==> config.mk <==
export PLATFORM = sky130hd
export DESIGN_NAME = pdm_ddr_deserializer
export DESIGN_NICKNAME = d
export VERILOG_FILES = /design/src/rtl/pdm_pkg.sv /design/src/rtl/pdm_shift_packer.sv /design/src/rtl/pdm_ddr_deserializer.sv
export SDC_FILE = /design/constraint.sdc
export NUM_CORES = 1
export LEC_CHECK = 0
export BUFFER_PORTS_ARGS = -buffer_cell sky130_fd_sc_hd__buf_4
export CAP_MARGIN = 25
export CORE_MARGIN = 3
export CORE_UTILIZATION = 25
export CTS_CLUSTER_DIAMETER = 120
export DETAILED_ROUTE_END_ITERATION = 10
export GPL_ROUTABILITY_DRIVEN = 0
export PLACE_DENSITY = 0.41
export SLEW_MARGIN = 0
export SYNTH_ARGS = -nofsm -noshare
export SYNTH_HDL_FRONTEND = slang
export SYNTH_HIERARCHICAL = 1
export SYNTH_SLANG_ARGS = --single-unit
export TNS_END_PERCENT = 5
==> constraint.sdc <==
create_clock -name clk -period 2.1 [get_ports clk]
set_clock_uncertainty 0.2 [all_clocks]
set_input_delay 0 -clock clk [delete_from_list [all_inputs] [get_ports clk]]
set_output_delay 0 -clock clk [all_outputs]
set_load 0.02 [all_outputs]
==> src/rtl/pdm_pkg.sv <==
// Shared types and constants for the PDM DDR deserializer.
package pdm_pkg;

  localparam int PDM_WORD_WIDTH_DEFAULT = 16;
  localparam logic [7:0] PDM_OVF_CNT_MAX = 8'd255;

  typedef enum logic {
    PDM_OUT_EMPTY = 1'b0,
    PDM_OUT_FULL  = 1'b1
  } pdm_out_state_e;

endpackage

==> src/rtl/pdm_shift_packer.sv <==
// One channel's MSB-first shift register; the parent owns the bit counter.
module pdm_shift_packer #(
  parameter int WORD_WIDTH = 16
) (
  input  logic                  clk,
  input  logic                  reset,
  input  logic                  shift,
  input  logic                  din,
  output logic [WORD_WIDTH-1:0] word
);

  logic [WORD_WIDTH-1:0] word_q;

  // Shift the new bit in at the LSB so the first bit ends up in the MSB
  always_ff @(posedge clk) begin
    if (reset)      word_q <= '0;
    else if (shift) word_q <= {word_q[WORD_WIDTH-2:0], din};
  end

  assign word = word_q;

endmodule

==> src/rtl/pdm_ddr_deserializer.sv <==
// Packs the rising/falling-edge PDM bit streams into two parallel words and
// holds one word pair behind a valid/ready handshake with sticky overflow.
// Optional feature macro: PDM_DESER_OVF_CNT_EN adds an 8-bit saturating
// dropped-pair counter on ovf_count.
module pdm_ddr_deserializer
  import pdm_pkg::*;
#(
  parameter int WORD_WIDTH = PDM_WORD_WIDTH_DEFAULT
) (
  input  logic                  clk,
  input  logic                  reset,
  input  logic                  enable,
  input  logic                  sample_en,
  input  logic                  q0,
  input  logic                  q1,
  output logic [WORD_WIDTH-1:0] data_ch0,
  output logic [WORD_WIDTH-1:0] data_ch1,
  output logic                  valid,
  input  logic                  ready,
  output logic                  overflow,
  input  logic                  overflow_clr
`ifdef PDM_DESER_OVF_CNT_EN
  ,
  output logic [7:0]            ovf_count
`endif
);

  localparam int NUM_CH = 2;
  localparam int CNT_W  = $clog2(WORD_WIDTH);
  localparam logic [CNT_W-1:0] CNT_LAST = CNT_W'(WORD_WIDTH - 1);

  logic                               shift;
  logic                               complete;
  logic                               drop;
  logic [NUM_CH-1:0]                  din_w;
  logic [NUM_CH-1:0][WORD_WIDTH-1:0]  sr_w;
  logic [NUM_CH-1:0][WORD_WIDTH-1:0]  word_d;
  logic [NUM_CH-1:0][WORD_WIDTH-1:0]  data_q;
  logic [CNT_W-1:0]                   bit_cnt_q, bit_cnt_d;
  pdm_out_state_e                     state_q;
  logic                               ovf_q;

  assign shift    = sample_en & enable;
  assign complete = shift && (bit_cnt_q == CNT_LAST);
  assign drop     = complete && (state_q == PDM_OUT_FULL) && !ready;
  assign din_w    = {q1, q0};

  // One packer per channel; the completed word includes the current bit
  for (genvar c = 0; c < NUM_CH; c++) begin : g_ch
    pdm_shift_packer #(.WORD_WIDTH(WORD_WIDTH)) u_packer (
      .clk  (clk),
      .reset(reset),
      .shift(shift),
      .din  (din_w[c]),
      .word (sr_w[c])
    );
    assign word_d[c] = {sr_w[c][WORD_WIDTH-2:0], din_w[c]};
  end

  // Next bit position: disable restarts the word, the last bit wraps to 0
  always_comb begin
    bit_cnt_d = bit_cnt_q;
    if (!enable)       bit_cnt_d = '0;
    else if (complete) bit_cnt_d = '0;
    else if (shift)    bit_cnt_d = bit_cnt_q + CNT_W'(1);
  end

  // Shared bit counter
  always_ff @(posedge clk) begin
    if (reset) bit_cnt_q <= '0;
    else       bit_cnt_q <= bit_cnt_d;
  end

  // Output holding register FSM; a drop keeps the old pair and sets the sticky flag
  always_ff @(posedge clk) begin
    if (reset) begin
      state_q <= PDM_OUT_EMPTY;
      data_q  <= '0;
      ovf_q   <= 1'b0;
    end else begin
      case (state_q)
        PDM_OUT_EMPTY: begin
          if (complete) begin
            state_q <= PDM_OUT_FULL;
            data_q  <= word_d;
          end
        end
        PDM_OUT_FULL: begin
          if (complete && ready) data_q  <= word_d;
          else if (ready)        state_q <= PDM_OUT_EMPTY;
        end
        default: state_q <= PDM_OUT_EMPTY;
      endcase
      if (drop)              ovf_q <= 1'b1;
      else if (overflow_clr) ovf_q <= 1'b0;
    end
  end

  assign data_ch0 = data_q[0];
  assign data_ch1 = data_q[1];
  assign valid    = (state_q == PDM_OUT_FULL);
  assign overflow = ovf_q;

`ifdef PDM_DESER_OVF_CNT_EN
  logic [7:0] ovf_cnt_q;

  // Saturating drop count; a drop together with a clear restarts at 1
  always_ff @(posedge clk) begin
    if (reset)                                    ovf_cnt_q <= '0;
    else if (drop && overflow_clr)                ovf_cnt_q <= 8'd1;
    else if (overflow_clr)                        ovf_cnt_q <= '0;
    else if (drop && ovf_cnt_q != PDM_OVF_CNT_MAX) ovf_cnt_q <= ovf_cnt_q + 8'd1;
  end

  assign ovf_count = ovf_cnt_q;
`endif

endmodule

==> results of run 1 <==
==> cells in the final DEF (no fill, tap or decap), types with 2 or more instances in the layout <==
cell	instances
buf_12	2
buf_4	44
bufinv_16	3
clkbuf_16	9
dfxtp_1	68
dlygate4sd3_1	8
mux2i_1	63
nand2b_1	65
nor2_1	33
xnor2_1	2
==> per-layer routing <==
metal / global-route usage [%] / routed length, µm / vias up
li1: - / - / 953
met4: 4.327 / 70 / 0
met1: 10.60 / 2524 / 846
met3: 2.911 / 214 / 7
met2: 13.39 / 2256 / 32
met5: 0 / 0 / -
==> sequential cells by signal, summed over array words and instances, names as in the netlist <==
register,cells
g_ch.u_packer/word,30
data_ch0,16
data_ch1,16
bit_cnt_q,4
overflow,1
valid,1
==> how the worst max path moves through the flow <==
stage / startpoint / endpoint / depth (start not counted)
3_5_place_dp: bit_cnt_q[0]$_SDFFE_PP0P_ / data_ch1[9]$_SDFFE_PP0P_ / 5
3_3_place_gp: bit_cnt_q[0]$_SDFFE_PP0P_ / data_ch0[12]$_SDFFE_PP0P_ / 5
5_1_grt: reset / overflow$_SDFFE_PP0P_ / 5
6_report: reset / overflow$_SDFFE_PP0P_ / 5
2_1_floorplan: bit_cnt_q[0]$_SDFFE_PP0P_ / data_ch0[0]$_SDFFE_PP0P_ / 6
4_1_cts: reset / overflow$_SDFFE_PP0P_ / 5
==> metrics by stage <==
step / hold slack, ps / total power, µW / instance area (µm²) / util (%)
final: 269.9 / 3123 / 3616 / 33.07
after global routing: 287.2 / 3245 / 3616 / 33.07
after CTS: 268.4 / 3185 / 3616 / 33.07
after detailed placement: 64.28 / 1425 / 3196 / 29.22
after global placement: 51.55 / 1426 / 3196 / 29.22
after floorplan: -63.20 / 1407 / 2821 / -
==> layout make-up <==
cell class / instances / share of cell area [%]
well taps: 140 / 4.844
flip-flops and latches: 68 / 37.65
clock inverters: 6 / 3.080
clock buffers: 10 / 6.332
multi-input cells: 177 / 35.64
repair buffers: 54 / 12.46
==> worst max-delay path, delay by kind of cell <==
kind | cells | cell delay, ps
AOI/OAI and AO/OA | 1 | 60
buffers and inverters | 3 | 1310
and+or+nand+nor | 1 | 450
==> what timing repair did <==
item | in CTS | in global routing
endpoints found under the hold margin | 22 | 0
hold buffers | 8 | 0
setup endpoints to repair | 0 | 0
==> report_power, final <==
part           internal, µW  switching, µW
Combinational          58.0           49.5
Sequential             1290           3.36
Clock                  1160            556
Total                  2510            609
==> results.txt, run 1 <==
----------------------------------------------------
[Detailed routing]
  Iter 0 DRT Violations ... 51
  Routed via count ... about 1.8k
  Mean number of vias per cell ... 4.040
  Final Routed Wirelength ... between 5 and 6 mm
  Post-detailed-route DRC marker count ... 0
  Number of optimization iterations in the first detailed-route pass ... 4
  Antenna Nets Post-Route ... 0
  Average detailed-routed wire length per instance ... 11.13 µm

[STA]
  Final critical path time including I/O delays and setup ... 1798 ps
  Part of the cycle the worst path needs ... 85.64%
  Total Neg Setup Slack ... 0 ps
  RSZ-0062 raised after global routing ... false
  Max-slew violation count ... 0
  Worst setup margin ... 301.6 ps
  Final Hold Vio Count ... 0
  Top achievable clock speed ... 0.5560 GHz
  Headroom to the max-slew limit ... roughly two thirds
  Number of setup violations in the final report ... 0
  Slew at the pin closest to its max-slew limit ... 517.4 ps

[Critical path]
  Data required time of the critical path ... 2140 ps
  CP max stage cell ... dlygate4sd3_1
  Cell count of the worst reg-to-reg path ... 3
  Critical Path Sink Type ... register
  Largest incremental delay on the critical path ... between 500 and 600 ps
  Terminus of the critical flop-to-flop path ... overflow$_SDFFE_PP0P_
  Cell with the most instances on the worst path ... dlygate4sd3_1
  Worst-case register-to-register setup slack ... 450 ps
  Worst setup SP type ... primary input
  Source of the worst register-to-register timing path ... overflow$_SDFFE_PP0P_
  Worst Path Max Fanout ... 28
  Cell-by-cell listing of the critical path ... dlygate4sd3_1, buf_4, or3b_2, dlygate4sd3_1, o31ai_1
  CP Data Arrival Time ... 1830 ps
  Critical setup path kind ... primary input to register

[Min path]
  HP Class ... register to register
  Startpoint of the lowest-slack hold path ... data_ch0[7]$_SDFFE_PP0P_
  Hold Path Cell Cnt ... 2
  Capture endpoint of the worst hold path ... data_ch0[7]$_SDFFE_PP0P_

[Global routing]
  Pin count of the biggest net entering global routing ... 43
  Number of global-route vias before repair ... about 1.9k
  First-pass GRT wire length ... roughly 8.7 mm
  Global-route congestion overflow total ... 0
  GRT Resource Usage Total ... 8.597%
  Antenna violations before repair ... 0

[Floorplan]
  Floorplan die area ... 12600 µm²
  Core outline area ... 10940 µm²
  Die extent in y ... 112.2 µm
  Die span in x ... around 110 µm
  Placement Rows ... 38
  # IOs ... 42
  Effective utilization at floorplan ... 25.80%

[Yosys]
  Warning count from the yosys run ... 6
  Nets in the synthesized netlist ... 273
  Post-synthesis cell area ... between 2000 and 3000 µm²
  Number of instances in the synthesized netlist ... 264
  Syn Area/Cell ... approximately 11 µm²

[Layout]
  ANT cells ... 0
  Multi-input combinational cell area ... 1289 µm²
  Number of nets in the layout ... 319
  Fraction of layout instances using a drive strength above 1 ... between 20% and 30%
  Layout filler cell count ... 1137
  Storage element area ... 1361 µm²
  Finished Layout Cells ... 455
  Area growth from synthesis to final layout ... 28.16%

[CTS]
  Clock slew at the register clock pins of the worst setup and hold paths ... around 60 ps
  Root Driver ... clkbuf_16
  Clock sinks ... 68
  Later-pin clock latency in the skew report ... 320 ps
  Total CTS buffers ... 9
  H-tree levels ... 3
  Max Buffers Root-to-Sink ... 2
  # Post-CTS Setup Buffers ... 0
  Resized Gates After CTS ... 0
  TritonCTS clock tree ... done

[Status]
  Outcome ... completed

[Flow run]
  Number of max-cap violations ... 0

[Pwr]
  Pwr per Cell Area ... between 800 and 900 nW/µm²
  Leakage power summed over all cells ... 0.001323 µW
  Maximum vdd drop ... 324.1 µV

[Placement]
  Placed wire-length estimate after detailed placement ... ~3.2 mm
  Cell count after placement ... 431
  Setup WS pre-CTS ... 498.3 ps
  Count of buffers inserted at the top-level ports ... 41

----------------------------------------------------
Note: power is estimated with default switching activity, not from simulation.
==> inputs of run 2 (changes only) <==
--- a/config.mk
+++ b/config.mk
@@ -18,4 +18,3 @@
 export SYNTH_HDL_FRONTEND = slang
 export SYNTH_HIERARCHICAL = 1
 export SYNTH_SLANG_ARGS = --single-unit
-export TNS_END_PERCENT = 5
==> constraint.sdc (replaced) <==
create_clock -name clk -period 2.3 [get_ports clk]
set_clock_uncertainty 0.2 [all_clocks]
set_input_delay 0 -clock clk [delete_from_list [all_inputs] [get_ports clk]]
set_output_delay 0 -clock clk [all_outputs]
set_load 0.02 [all_outputs]
==> run 2 against run 1 <==
Against the previous run:
- cell count is 0.44% lower
- global-route usage shrank 0.19 points
- die area unchanged
- largest power group is now sequential cells
==> results.txt, run 2 (synthesized netlist as in run 1, its figures left out) <==
----------------------------------------------------
[Status]
  Outcome ... completed

[Detailed routing]
  Antenna Nets Post-Route ... 0 (unchanged)
  Average detailed-routed wire length per instance ... 11.24 µm (+0.98%)
  Mean number of vias per cell ... 4.011 (-0.71%)
  Number of optimization iterations in the first detailed-route pass ... 4 (unchanged)
  Final Routed Wirelength ... 5.093 mm (+0.53%)
  Routed via count ... 1817 (-1.1%)
  Post-detailed-route DRC marker count ... 0 (unchanged)
  Iter 0 DRT Violations ... 69 (+35%)

[CTS]
  Later-pin clock latency in the skew report ... 320 ps (about the same)
  Clock slew at the register clock pins of the worst setup and hold paths ... 50 ps (about the same)
  H-tree levels ... 3 (unchanged)
  Clock sinks ... 68 (unchanged)
  TritonCTS clock tree ... done
  Root Driver ... clkbuf_16
  Max Buffers Root-to-Sink ... 2 (unchanged)
  Total CTS buffers ... 9 (unchanged)

[Floorplan]
  # IOs ... 42 (unchanged)
  Die span in x ... 112.2 µm (unchanged)
  Die extent in y ... 112.2 µm (unchanged)
  Effective utilization at floorplan ... 25.80% (unchanged)
  Floorplan die area ... 12600 µm² (unchanged)
  Placement Rows ... 38 (unchanged)
  Core outline area ... 10940 µm² (unchanged)

[Layout]
  Number of nets in the layout ... 320 (+0.31%)
  Most used cells in the layout excluding fill and tap cells ... 68 x dfxtp_1, 65 x nand2b_1, 63 x mux2i_1, 45 x buf_4, 33 x nor2_1
  Area growth from synthesis to final layout ... 24.75%
  Finished Cell Area ... 3520 µm² (-2.7%)
  Fraction of layout instances using a drive strength above 1 ... 20.45% (-0.51 points)
  Number of flip-flops in the largest register ... 30 (unchanged)
  Most common library cell in the layout ignoring fill and taps ... dfxtp_1
  ANT cells ... 0 (unchanged)

[Pwr]
  Pwr per Cell Area ... 693.9 nW/µm² (-20%)
  Maximum vdd drop ... 326.1 µV (+0.60%)
  Leakage power summed over all cells ... 0.001297 µW (-1.9%)

[Critical path]
  Critical setup path kind ... primary input to register
  CP Data Arrival Time ... 2040 ps (+210 ps)
  Source of the worst register-to-register timing path ... bit_cnt_q[0]$_SDFFE_PP0P_
  Cell count of the worst reg-to-reg path ... 5 (+2)
  Worst setup path startpoint ... sample_en
  Critical Path Sink Type ... register
  Data required time of the critical path ... 2300 ps (+160 ps)
  Worst Path Max Fanout ... 15 (-46%)
  Worst setup SP type ... primary input

[STA]
  Final Hold Vio Count ... 0 (unchanged)
  Part of the cycle the worst path needs ... 88.38%
  Max-slew violation count ... 0 (unchanged)
  Final critical path time including I/O delays and setup ... 2033 ps
  Total Neg Setup Slack ... 0 ps (unchanged)
  Headroom to the max-slew limit ... 67.32% (+1.8 points)
  Post-Route Hold Slack ... 271.2 ps (+1.391 ps)
  Worst setup margin ... 267.3 ps (-34.25 ps)
  RSZ-0062 raised after global routing ... false
  Slew at the pin closest to its max-slew limit ... 490.2 ps (-27.19 ps)
  Number of setup violations in the final report ... 0 (unchanged)
  Top achievable clock speed ... 0.4920 GHz

[Placement]
  Count of buffers inserted at the top-level ports ... 41 (unchanged)
  Setup WS pre-CTS ... 553.4 ps (+55.10 ps)
  Placement-stage cell area ... 3183 µm² (-0.39%)
  Placed wire-length estimate after detailed placement ... 3.142 mm (-1.1%)

[Global routing]
  First-pass GRT wire length ... 8.562 mm (-1.9%)
  Global-route congestion overflow total ... 0 (unchanged)
  Antenna violations before repair ... 0 (unchanged)
  Pin count of the biggest net entering global routing ... 59 (+37%)
  Number of global-route vias before repair ... 1743 (-5.9%)
  GRT Resource Usage Total ... 8.408% (-0.19 points)

[Min path]
  Startpoint of the lowest-slack hold path ... data_ch0[2]$_SDFFE_PP0P_
  HP Class ... register to register
  Hold Path Cell Cnt ... 2 (unchanged)

[Flow run]
  Number of max-cap violations ... 0 (unchanged)

----------------------------------------------------
[run 2: what timing repair did]
| action | CTS | global route |
|---|---|---|
| gates resized for setup | 0 | 1 |
| buffers inserted | 0 | 0 |
| endpoints found under the setup margin | 0 | 1 |
| hold buffers | 9 | 0 |
| hold endpoints to repair | 25 | 0 |
[run 2: area by class of cell]
class	instances	area, µm²
Sequential cell	68	1361
Timing Repair Buffer	55	447.9
Clock inverter	4	20.02
Clock buffer	9	225.2
Fill cell	1171	7416
Multi-Input combinational cell	177	1290
Tap cell	140	175.2
[run 2: path summary, 6_finish.rpt]
| kind | end | slack (ps) |
|---|---|---|
| max | g_ch[0].u_packer/word[0]$_SDFFE_PP0P_ | 270 |
| min | data_ch0[2]$_SDFFE_PP0P_ | 270 |
| max reg2reg | overflow$_SDFFE_PP0P_ | 390 |
| min reg2reg | data_ch0[2]$_SDFFE_PP0P_ | 270 |
[run 2: stage by stage]
step	total power [µW]	instances	utilization (%)
after detailed placement	1301	431	29.11
after global placement	1301	431	29.11
after global routing	2545	453	32.19
after floorplan	1285	264	-
after CTS	2498	453	32.17
final	2442	453	32.19
[run 2: critical path: stages]
cell           delay (ps)
dlygate4sd3_1         520
buf_4                 140
and2_4                310
buf_4                 250
mux2i_1               190
nor2_1                 50
dlygate4sd3_1         560
[run 2: per-layer routing]
metal	vias to the layer above	global-route usage (%)	part of all wire (%)
met2	35	12.48	45
met4	0	2.404	0.57
met1	825	11.01	49
met5	-	0	0
met3	2	3.881	5.5
li1	955	-	-
[run 2: power by group]
group	leakage (µW)	switching, µW	internal [µW]
logic	0.000623	45.3	54.2
registers	0.000548	3.11	1180
clock network	0.000127	455	701
==> inputs of run 3 (changes only) <==
--- a/config.mk
+++ b/config.mk
@@ -6,15 +6,14 @@
 export NUM_CORES = 1
 export LEC_CHECK = 0
 export BUFFER_PORTS_ARGS = -buffer_cell sky130_fd_sc_hd__buf_4
-export CAP_MARGIN = 25
+export CAP_MARGIN = 20
 export CORE_MARGIN = 3
 export CORE_UTILIZATION = 25
 export CTS_CLUSTER_DIAMETER = 120
 export DETAILED_ROUTE_END_ITERATION = 10
 export GPL_ROUTABILITY_DRIVEN = 0
-export PLACE_DENSITY = 0.41
+export PLACE_DENSITY = 0.42
 export SLEW_MARGIN = 0
 export SYNTH_ARGS = -nofsm -noshare
 export SYNTH_HDL_FRONTEND = slang
-export SYNTH_HIERARCHICAL = 1
 export SYNTH_SLANG_ARGS = --single-unit
==> run 3 against run 2 <==
Against the previous run:
- non-clock buffer count unchanged
- largest power group unchanged
- critical endpoint is now bit_cnt_q[3]$_SDFFE_PP0P_
- flip-flop and latch count unchanged
- area after synthesis down 2.1%
- highest routed layer unchanged
- worst hold slack worse by 13 ps
- count of clock-buffer cells in the layout up 2
==> results.txt, run 3 <==
----------------------------------------------------
[Layout]
  Most used cells in the layout excluding fill and tap cells ... 68 x dfxtp_1, 64 x nand2b_1, 62 x nand2_1, 43 x buf_4, 33 x a21oi_1
  Number of nets in the layout ... 354 (+11%)
  Fraction of layout instances using a drive strength above 1 ... 18.29% (-2.2 points)
  Number of flip-flops in the largest register ... 30 (unchanged)
  Most common library cell in the layout ignoring fill and taps ... dfxtp_1
  Area growth from synthesis to final layout ... 24.15%
  Finished Layout Cells ... 486 (+7.3%)
  ANT cells ... 0 (unchanged)

[Yosys]
  Most common flop cell mapped by yosys ... dfxtp_1
  Async S/R FF share, synth ... 0%
  Most frequent cell after synthesis ... dfxtp_1
  Nets in the synthesized netlist ... 309 (+13%)
  Warning count from the yosys run ... 0 (-6)
  Area contributors post-synth ... dfxtp_1 49%, nand2b_1 14%, mux2i_1 12%
  Top post-synthesis cells by count ... 68 x dfxtp_1, 64 x nand2b_1, 62 x nand2_1
  Top cell type's share of synthesized area ... 49.30%
  Number of distinct library cells after synthesis ... 24
  Sequential share of the synthesized area ... between 40% and 50%
  Dominant cell type by area after synthesis ... dfxtp_1
  Number of enable flip-flop cells after synthesis ... 0
  Syn Area/Cell ... 9.205 µm² (-14%)
  Post-synthesis cell area ... 2761 µm² (-2.1%)
  Number of flip-flops and latches in the synthesized netlist ... 68
  Number of instances in the synthesized netlist ... 300 (+14%)

[Pwr]
  Maximum vdd drop ... 197.5 µV (-39%)
  Clock network power share ... 39.9% (-7.5 points)
  Total net switching power ... 491.5 µW (-2.4%)
  Leakage power summed over all cells ... 0.001171 µW (-9.7%)
  Proportion of power drawn by flip-flops and latches ... 55.5% (+6.9 points)
  Relative contribution of combinational cells to total power ... 4.5% (+0.4 points)
  Sw frac ... 23.08% (+2.5 points)
  Total internal power ... 1638 µW (-16%)
  Pwr per Cell Area ... 621.1 nW/µm² (-10%)

[Floorplan]
  Die span in x ... 111.1 µm (-1.0%)
  Effective utilization at floorplan ... 26.16% (+0.36 points)
  Placement Rows ... 37 (-2.6%)
  Core outline area ... 10560 µm² (-3.5%)
  # IOs ... 42 (unchanged)
  Floorplan die area ... 12340 µm² (-2.0%)
  Die extent in y ... 111.1 µm (-1.0%)

[Detailed routing]
  Post-detailed-route DRC marker count ... 0 (unchanged)
  Uppermost signal routing layer after detailed routing ... met4
  Post-Route M1 WL ... 2.770 mm (+12%)
  Final Routed Wirelength ... 5.481 mm (+7.6%)
  Met3 wire len ... 187 µm (-33%)
  Routed via count ... 2005 (+10%)
  Average detailed-routed wire length per instance ... 11.28 µm (+0.31%)
  Antenna Nets Post-Route ... 0 (unchanged)
  Mean number of vias per cell ... 4.126 (+2.9%)
  Number of optimization iterations in the first detailed-route pass ... 4 (unchanged)
  Met2 wirelength from detailed routing ... 2.410 mm (+4.4%)
  Iter 0 DRT Violations ... 49 (-29%)

[STA]
  Final critical path time including I/O delays and setup ... 2059 ps (+26.23 ps)
  Max-slew violation count ... 0 (unchanged)
  Number of setup violations in the final report ... 0 (unchanged)
  RSZ-0062 raised after global routing ... false
  Total Neg Setup Slack ... 0 ps (unchanged)
  Part of the cycle the worst path needs ... 89.52% (+1.1 points)
  Headroom to the max-slew limit ... 68.98% (+1.7 points)
  Top achievable clock speed ... 0.4857 GHz (-1.3%)
  Slew at the pin closest to its max-slew limit ... 465.3 ps (-24.91 ps)
  Final Hold Vio Count ... 0 (unchanged)

[Critical path]
  Worst Path Max Fanout ... 4 (-11)
  Worst setup SP type ... register
  Critical setup path kind ... register to register
  Source of the worst register-to-register timing path ... bit_cnt_q[0]$_SDFFE_PP0P_
  Data required time of the critical path ... 2370 ps (+70 ps)
  CP Data Arrival Time ... 2130 ps (+90 ps)
  Critical Path Sink Type ... register
  Terminus of the critical flop-to-flop path ... bit_cnt_q[3]$_SDFFE_PP0P_
  CP max stage cell ... dlygate4sd3_1
  Worst-case register-to-register setup slack ... 240 ps (-150 ps)
  Cell count of the worst reg-to-reg path ... 5 (unchanged)
  Kind of cell adding the most delay to the critical path ... buffers and inverters
  Largest incremental delay on the critical path ... 610 ps (+50 ps)
  Critical path depth ... 5 (-2)
  Cell-by-cell listing of the critical path ... ha_1, and3_4, a211o_2, dlygate4sd3_1, a21oi_1
  Buf+Inv Stages, Crit Path ... 1 (-3)

[CTS]
  Root Driver ... clkbuf_8
  Hold buffer count at CTS ... 10 (+1)
  Clock slew at the register clock pins of the worst setup and hold paths ... 70 ps (+20 ps)
  H-tree levels ... 3 (unchanged)
  Max Buffers Root-to-Sink ... 2 (unchanged)
  Clock sinks ... 68 (unchanged)
  TritonCTS clock tree ... done
  Resized Gates After CTS ... 0 (unchanged)
  Total CTS buffers ... 9 (unchanged)
  Later-pin clock latency in the skew report ... 330 ps (about the same)
  # Post-CTS Setup Buffers ... 0 (unchanged)

[Global routing]
  Number of global-route vias before repair ... 1880 (+7.9%)
  Antenna violations before repair ... 0 (unchanged)
  First-pass GRT wire length ... 9.190 mm (+7.3%)
  Global-route congestion overflow total ... 0 (unchanged)
  Pin count of the biggest net entering global routing ... 55 (-6.8%)
  GRT Resource Usage Total ... 9.184% (+0.78 points)

[Min path]
  Capture endpoint of the worst hold path ... g_ch[0].u_packer.word[14]$_SDFFE_PP0P_
  Startpoint of the lowest-slack hold path ... g_ch[0].u_packer.word[14]$_SDFFE_PP0P_
  Hold Path Cell Cnt ... 2 (unchanged)
  HP Class ... register to register

[Flow run]
  Number of max-cap violations ... 0 (unchanged)

[Status]
  Outcome ... completed

[Placement]
  Count of buffers inserted at the top-level ports ... 41 (unchanged)
  Placed wire-length estimate after detailed placement ... 3.308 mm (+5.3%)
  Cell count after placement ... 460 (+6.7%)

----------------------------------------------------
## run 3: per-stage QoR
step | setup slack, ps | cell area [µm²] | power, µW | hold WS, ps | utilization, %
after floorplan | 713.7 | 2761 | 1267 | -64.03 | -
after global placement | 573.8 | 3159 | 1296 | 68.56 | 29.93
after detailed placement | 546.7 | 3159 | 1296 | 75.13 | 29.93
after CTS | 227.7 | 3428 | 2177 | 261.0 | 32.48
after global routing | 165.0 | 3428 | 2233 | 290.6 | 32.48
final | 241.1 | 3428 | 2129 | 258.0 | 32.48
## run 3: routing by layer
| metal | global-route usage (%) | vias up |
|---|---|---|
| li1 | - | 1054 |
| met1 | 12.38 | 912 |
| met2 | 13.19 | 30 |
| met3 | 2.347 | 9 |
| met4 | 5.353 | 0 |
| met5 | 0 | - |
## run 3: area by class of cell
class	count	area, µm²
multi-input combinational	209	1257
sequential	68	1361
inverter	2	7.507
clock buffer	11	141.4
fill	1156	7127
clock inverter	5	27.53
tap	136	170.2
timing repair buffer	55	462.9
## run 3: cells by family after synthesis
group                    synth area share [%]
AND/OR/NAND/NOR                         25.78
AO/OA/AOI/OAI                           6.842
flip-flops                              49.30
buffers and inverters                   5.392
adder cells (fa/ha/maj)                0.4530
multiplexers                            11.60
XOR/XNOR                               0.6345
## run 3: power by group through the flow
stage	clock, µW	sequential (µW)	combinational (µW)
final	851	1180	96.5
after CTS	897	1180	98.5
after floorplan	0	1210	57.7
after global routing	944	1180	107
after detailed placement	0	1210	86.6
after global placement	0	1210	87.0
## run 3: worst reg2reg max path, cell delays in order, from the launching register on
cell	delay, ps
dfxtp_1	340
ha_1	210
and3_4	190
a211o_2	320
dlygate4sd3_1	610
a21oi_1	120
## run 3: worst max path at each step
stage	start	endpoint	slack (ps)
6_report	bit_cnt_q[0]$_SDFFE_PP0P_	bit_cnt_q[3]$_SDFFE_PP0P_	240
2_1_floorplan	bit_cnt_q[0]$_SDFFE_PP0P_	data_ch0[0]$_SDFFE_PP0P_	710
3_5_place_dp	bit_cnt_q[0]$_SDFFE_PP0P_	data_ch1[4]$_SDFFE_PP0P_	550
5_1_grt	bit_cnt_q[0]$_SDFFE_PP0P_	bit_cnt_q[1]$_SDFFE_PP0P_	160
4_1_cts	bit_cnt_q[0]$_SDFFE_PP0P_	bit_cnt_q[3]$_SDFFE_PP0P_	230
3_3_place_gp	bit_cnt_q[0]$_SDFFE_PP0P_	data_ch0[11]$_SDFFE_PP0P_	570
